`src/rtl/uart_pkg.sv`:
```
// Shared definitions for the UART receive path: state encodings, byte order
// and the default bit period.
package uart_pkg;

    typedef enum logic [2:0] {
        LD_IDLE,
        LD_WAIT_HI,
        LD_WAIT_LO,
        LD_WRITE,
        LD_DONE
    } ld_state_t;

    typedef enum logic [1:0] {
        RX_IDLE,
        RX_START,
        RX_DATA,
        RX_STOP
    } rx_state_t;

    localparam bit HI_FIRST             = 1'b1;
    localparam int DEFAULT_CLKS_PER_BIT = 10416;

    // The first byte received on the wire is the high half of the word.
    function automatic logic [15:0] pack_word(input logic [7:0] first,
                                              input logic [7:0] second);
        return HI_FIRST ? {first, second} : {second, first};
    endfunction

endpackage

```
`src/rtl/uart_rx_core.sv`:
```
// 8N1 UART receiver: 2-flop synchroniser, mid-bit sampling, start-glitch
// rejection and stop-bit check.
module uart_rx_core
    import uart_pkg::*;
#(
    parameter int CLKS_PER_BIT = DEFAULT_CLKS_PER_BIT
) (
    input  logic       clk,
    input  logic       rst,
    input  logic       rx_data,
    output logic [7:0] rx_byte,
    output logic       byte_valid,
    output logic       byte_err
);

    localparam int               CNT_W     = $clog2(CLKS_PER_BIT);
    localparam logic [CNT_W-1:0] HALF_LAST = CNT_W'(CLKS_PER_BIT / 2 - 1);
    localparam logic [CNT_W-1:0] FULL_LAST = CNT_W'(CLKS_PER_BIT - 1);

    logic             rx_p0, rx_p1, rx_p2;
    rx_state_t        state, state_nx;
    logic [CNT_W-1:0] clk_cnt, clk_cnt_nx;
    logic [2:0]       bit_idx, bit_idx_nx;
    logic [7:0]       shreg, shreg_nx;
    logic             valid_nx, err_nx;

    // Stage p0/p1: synchroniser; p2: previous synchronised level for edge detect
    always_ff @(posedge clk or posedge rst) begin
        if (rst) begin
            rx_p0 <= 1'b1;
            rx_p1 <= 1'b1;
            rx_p2 <= 1'b1;
        end else begin
            rx_p0 <= rx_data;
            rx_p1 <= rx_p0;
            rx_p2 <= rx_p1;
        end
    end

    always_ff @(posedge clk or posedge rst) begin
        if (rst) begin
            state      <= RX_IDLE;
            clk_cnt    <= '0;
            bit_idx    <= '0;
            shreg      <= '0;
            byte_valid <= 1'b0;
            byte_err   <= 1'b0;
        end else begin
            state      <= state_nx;
            clk_cnt    <= clk_cnt_nx;
            bit_idx    <= bit_idx_nx;
            shreg      <= shreg_nx;
            byte_valid <= valid_nx;
            byte_err   <= err_nx;
        end
    end

    always_comb begin
        state_nx   = state;
        clk_cnt_nx = clk_cnt + 1'b1;
        bit_idx_nx = bit_idx;
        shreg_nx   = shreg;
        valid_nx   = 1'b0;
        err_nx     = 1'b0;
        unique case (state)
            RX_IDLE: begin
                clk_cnt_nx = '0;
                if (rx_p2 && !rx_p1) state_nx = RX_START;
            end
            RX_START: begin
                // Line back high at half a bit: a glitch, not a start bit.
                if (clk_cnt == HALF_LAST) begin
                    clk_cnt_nx = '0;
                    bit_idx_nx = '0;
                    state_nx   = rx_p1 ? RX_IDLE : RX_DATA;
                end
            end
            RX_DATA: begin
                if (clk_cnt == FULL_LAST) begin
                    clk_cnt_nx = '0;
                    shreg_nx   = {rx_p1, shreg[7:1]};
                    bit_idx_nx = bit_idx + 1'b1;
                    if (bit_idx == 3'd7) state_nx = RX_STOP;
                end
            end
            RX_STOP: begin
                if (clk_cnt == FULL_LAST) begin
                    clk_cnt_nx = '0;
                    valid_nx   = rx_p1;
                    err_nx     = !rx_p1;
                    state_nx   = RX_IDLE;
                end
            end
            default: state_nx = RX_IDLE;
        endcase
    end

    assign rx_byte = shreg;

endmodule

```
`src/rtl/uart_rx_to_mem.sv`:
```
// Serial-to-memory loader: pairs received UART bytes into 16-bit words and
// writes them to consecutive memory addresses after each load_en arm.
module uart_rx_to_mem
    import uart_pkg::*;
#(
    parameter int ROW          = 2,
    parameter int COLUMN       = 2,
    parameter int CLKS_PER_BIT = DEFAULT_CLKS_PER_BIT
) (
    input  logic        clk,
    input  logic        rst,
    input  logic        rx_data,
    input  logic        load_en,
    output logic        write,
    output logic [31:0] write_address,
    output logic [15:0] write_value,
    output logic        busy,
    output logic        done,
    output logic        frame_err
);

    localparam int               WORDS     = ROW * COLUMN;
    localparam int               CNT_W     = (WORDS > 1) ? $clog2(WORDS) : 1;
    localparam logic [CNT_W-1:0] LAST_ADDR = CNT_W'(WORDS - 1);

    logic [7:0]       rx_byte;
    logic             byte_valid, byte_err;
    logic             load_en_p0, arm;
    ld_state_t        state, state_nx;
    logic [CNT_W-1:0] count, count_nx;
    logic [7:0]       hi_byte, hi_nx;
    logic [15:0]      value_nx;
    logic             ferr_nx;

    uart_rx_core #(
        .CLKS_PER_BIT(CLKS_PER_BIT)
    ) u_core (
        .clk       (clk),
        .rst       (rst),
        .rx_data   (rx_data),
        .rx_byte   (rx_byte),
        .byte_valid(byte_valid),
        .byte_err  (byte_err)
    );

    // Stage p0: previous load_en level for rising-edge detection
    always_ff @(posedge clk or posedge rst) begin
        if (rst) load_en_p0 <= 1'b0;
        else     load_en_p0 <= load_en;
    end

    assign arm = load_en && !load_en_p0;

    always_ff @(posedge clk or posedge rst) begin
        if (rst) begin
            state       <= LD_IDLE;
            count       <= '0;
            hi_byte     <= '0;
            write_value <= '0;
            frame_err   <= 1'b0;
        end else begin
            state       <= state_nx;
            count       <= count_nx;
            hi_byte     <= hi_nx;
            write_value <= value_nx;
            frame_err   <= ferr_nx;
        end
    end

    always_comb begin
        state_nx = state;
        count_nx = count;
        hi_nx    = hi_byte;
        value_nx = write_value;
        ferr_nx  = frame_err;
        // Re-arm has priority over any byte event in the same cycle.
        if (arm) begin
            state_nx = LD_WAIT_HI;
            count_nx = '0;
            ferr_nx  = 1'b0;
        end else begin
            unique case (state)
                LD_IDLE: state_nx = LD_IDLE;
                LD_WAIT_HI: begin
                    if (byte_err) begin
                        ferr_nx = 1'b1;
                    end else if (byte_valid) begin
                        hi_nx    = rx_byte;
                        state_nx = LD_WAIT_LO;
                    end
                end
                LD_WAIT_LO: begin
                    // A bad frame discards the half word; the host resends both bytes.
                    if (byte_err) begin
                        ferr_nx  = 1'b1;
                        state_nx = LD_WAIT_HI;
                    end else if (byte_valid) begin
                        value_nx = pack_word(hi_byte, rx_byte);
                        state_nx = LD_WRITE;
                    end
                end
                LD_WRITE: begin
                    if (count == LAST_ADDR) begin
                        state_nx = LD_DONE;
                    end else begin
                        count_nx = count + 1'b1;
                        state_nx = LD_WAIT_HI;
                    end
                end
                LD_DONE: state_nx = LD_IDLE;
                default: state_nx = LD_IDLE;
            endcase
        end
    end

    assign write         = (state == LD_WRITE);
    assign write_address = 32'(count);
    assign busy          = (state == LD_WAIT_HI) || (state == LD_WAIT_LO) || (state == LD_WRITE);
    assign done          = (state == LD_DONE);

endmodule

```
`config.mk`:
```
export PLATFORM = sky130hd
export DESIGN_NAME = uart_rx_to_mem
export DESIGN_NICKNAME = d
export VERILOG_FILES = /design/src/rtl/uart_pkg.sv /design/src/rtl/uart_rx_core.sv /design/src/rtl/uart_rx_to_mem.sv
export SDC_FILE = /design/constraint.sdc
export NUM_CORES = 1
export LEC_CHECK = 0
export ABC_AREA = 1
export CORE_AREA = 5 5 89 91
export DETAILED_ROUTE_END_ITERATION = 8
export DIE_AREA = 0 0 94 96
export PLACE_DENSITY = 0.8
export SLEW_MARGIN = 5
export SYNTH_ARGS = -nofsm -noshare
export SYNTH_HDL_FRONTEND = slang
export SYNTH_HIERARCHICAL = 1
export SYNTH_SLANG_ARGS = --single-unit
```
`constraint.sdc`:
```
create_clock -name clk -period 1.5 [get_ports clk]
set_input_delay 0.3 -clock clk [delete_from_list [all_inputs] [get_ports clk]]
set_output_delay 0.3 -clock clk [all_outputs]
set_load 0.005 [all_outputs]
```
==> summary.md, run 1 <==
| Metric | Value |
|---|---|
| Overall routed net length | `6.04 mm` |
| Met1 GRT Util | `16.6%` |
| Post-detail-place hpwl | `4.17 mm` |
| Register bit count reported by yosys | `63` |
| Layout cell share with drive strength beyond 1 | `27.1%` |
| Clock Path Buffers | `2` |
| First-pass GRT wire length | `10.1 mm` |
| Antenna diodes | `0` |
| Initial core utilization | `46.0%` |
| Largest cells by area after synthesis | `dfrtp_1 (46%), nand2_1 (11%), buf_4 (6.9%), inv_1 (4.0%), nand3_1 (3.5%)` |
| Initial DRC Count | `87` |
| Top FF cell, synth | `dfrtp_1` |
| Most frequent cells after synthesis | `nand2_1 (92), dfrtp_1 (60), inv_1 (35), buf_4 (30), nand3_1 (23)` |
| Worst Path Arrival | `1.70 ns` |
| Clk_lat worst skew | `0.34 ns` |
| Die height | `96 um` |
| CTS tree | `done` |
| Leakage | `2.09 nW` |
| Crit-path max FO | `5` |
| Clk sinks | `63` |
| GR Util met2 | `24.0%` |
| Async SR Flop Fraction | `100%` |
| Grt met3 use | `5.16%` |
| Mapped Cells | `365` |
| Vias/cell | `4.60` |
| RSZ-0062 raised after global routing | `true` |
| Number of synthesized flops with an enable pin | `0` |
| Critical path capture point type | `flop` |
| Largest net degree at the start of global routing | `33` |
| DRT Pass-1 Iters | `5` |
| Die Area | `9020 sq um` |
| H-tree depth | `3` |
| Cell Rows | `31` |
| Worst r2r path cells | `8` |
| Pins over their slew limit | `0` |
| Post-synth top area cell | `dfrtp_1` |
| Seq/Total Area, Yosys | `48.7%` |
| Final Power | `4.16 mW` |
| Mapped cell area | `3250 sq um` |
| Worst flop-to-flop path endpoint | `u_core/clk_cnt[10]` |
| Final worst-path cycle share | `98.0%` |
| Vias in the first global route | `2326` |
| Final nets | `431` |
| Status | `finished clean` |
| Routability Congestion | `0.875` |
| Total number of vias | `2425` |
| Sw frac | `28.1%` |
| CTS buffer count | `9` |
| IO buf count | `25` |
| Total gr overflow | `0` |
| Final Critical Period | `1.47 ns` |
| Maximum vdd drop | `0.450 mV` |
| GRT Total Usage | `14.1%` |
| Power per cell area | `1050 nW/um^2` |
| End-of-flow core utilization | `56.2%` |
| Root Buffer | `clkbuf_8` |
| Initial antenna violation count | `0` |
| Grt peak-use layer | `met2` |
| Final Hold Viols | `0` |
| Yosys cell types | `36` |
| Syn. warnings | `6` |
| Max-cap violations | `0` |
| Top-area cell type share of the netlist area | `46.3%` |
| Clk_skew | `0.00916 ns` |
| Core Area | `7060 sq um` |
| FMAX | `0.681 GHz` |
| Clock slew at the register clock pins of the worst setup and hold paths | `0.08 ns` |
| HP Class | `in -> async` |
| # hold bufs at CTS | `0` |
| Most frequent cell after synthesis | `nand2_1` |
| Die Wd | `94 um` |
| Area Growth Syn to Fin | `22.2%` |
| Clock share of power | `40.0%` |
| Worst reg2reg path startpoint | `u_core/clk_cnt[1]` |
| Synth Area per Inst | `8.89 sq um` |
| Wire per inst | `11.5 um` |
| Fillers | `649` |
| Worst Path Required | `1.73 ns` |
| Comb pwr share | `14.5%` |
| Crit path launch type | `flop` |
| DRC | `0` |
| Critical path type | `reg -> reg` |
| Flop pwr share | `45.6%` |
| Total I/O pin count | `56` |
| Net switching power | `1.17 mW` |
| Final setup vio count | `0` |
| P_int | `2.99 mW` |
| Worst R2R Setup Slack | `0.03 ns` |
| Final ANT Viol Nets | `0` |
[cells in the final DEF, fill, tap and decap left out, drive strengths merged, types with 3 or more instances in the layout]
cell	n
dfstp	3
xor2	3
nand4	6
clkbuf	10
nor2	27
nor3	10
o21ai	22
clkinv	3
dlygate4sd2	19
nand2	107
a21oi	9
clkdlybuf4s50	3
dfrtp	60
inv	48
conb	30
nand3	27
buf	29
ha	4
[critical path: stages (launching register included)]
cell	delay [ns]
dfrtp_1	0.39
ha_4	0.18
nand3_2	0.12
nor2_4	0.23
nand2_4	0.09
nand2_2	0.08
nand2_4	0.09
nand2_1	0.11
a2bb2oi_2	0.06
[power by group through the flow]
stage | Clock, mW | Combinational [mW] | Sequential [mW]
4_1_cts | 1.71 | 0.565 | 1.90
3_3_place_gp | 0 | 0.496 | 1.90
3_5_place_dp | 0 | 0.517 | 1.91
6_report | 1.66 | 0.602 | 1.90
2_1_floorplan | 0 | 0.396 | 1.89
5_1_grt | 1.80 | 0.676 | 1.91
[per-layer routing]
layer	vias up	part of all wire, %
li1	1216	-
met1	1149	42
met2	53	52
met3	7	5.3
met4	0	0.66
met5	-	0
[state kept, by name, indices dropped and copies added (netlist names), named ones only]
name / cells
u_core/clk_cnt: 14
u_core/rx_byte: 8
u_core/state: 1
u_core/byte_err: 1
frame_err: 1
load_en_p0: 1
u_core/byte_valid: 1
u_core/bit_idx: 3
count: 2
write_value: 16
u_core/rx_p0: 1
state: 3
u_core/rx_p2: 1
hi_byte: 8
u_core/rx_p1: 1
[cell type report]
class	count	area [sq um]	area share [%]
repair buffers	52	447	11.3
clock buffers	9	124	3.12
flip-flops and latches	63	1580	39.9
clock inverters	7	104	2.62
well taps	99	124	3.12
multi-input cells	251	1400	35.2
inverters	46	188	4.73
[stage by stage]
stage	instance area (sq um)	worst slack, ns	TNS, ns	hold slack, ns	std cells
after floorplan	3350	0.107	0	0.304	394
after global placement	3560	-0.0656	-0.519	0.347	496
after detailed placement	3560	-0.134	-1.37	0.348	496
after CTS	3880	-0.00285	-0.00285	0.323	524
after global routing	3970	-0.0472	-0.359	0.346	527
final	3970	0.0305	0	0.319	527
[timing repair]
| action | 4_1_cts | 5_1_grt |
|---|---|---|
| pin swaps | 4 | 10 |
| setup buffers | 12 | 2 |
| endpoints found under the setup margin | 44 | 34 |
| gates resized for setup | 39 | 21 |
| cloned | 0 | 1 |
[cells by family (layout without fill, tap and decap cells)]
group	count (synthesis)	after routing	share of synthesized area (%)
flops	63	63	48.7
fa+ha+maj	4	4	1.54
xor+xnor	3	3	0.810
other cells	1	30	0.116
compound gates	33	33	6.44
simple gates	180	181	27.9
buf+inv	81	114	14.5
[worst max-delay path by stage]
stage,startpoint,endpoint,slack (ns)
global route,u_core/clk_cnt[0],u_core/clk_cnt[13],-0.05
detailed placement,load_en,hi_byte[4],-0.13
CTS,state[0],done,-0.003
global placement,load_en,hi_byte[1],-0.07
finish,u_core/clk_cnt[1],u_core/clk_cnt[10],0.03
floorplan,u_core/clk_cnt[0],u_core/clk_cnt[12],0.11
(Power assumes the default switching activity.)
==> inputs of run 2 (changes only) <==
CTS_CLUSTER_DIAMETER = 120   (was not set)
==> results of run 2 <==
No change in the layout: final DEF, timing and power equal those of run 1.
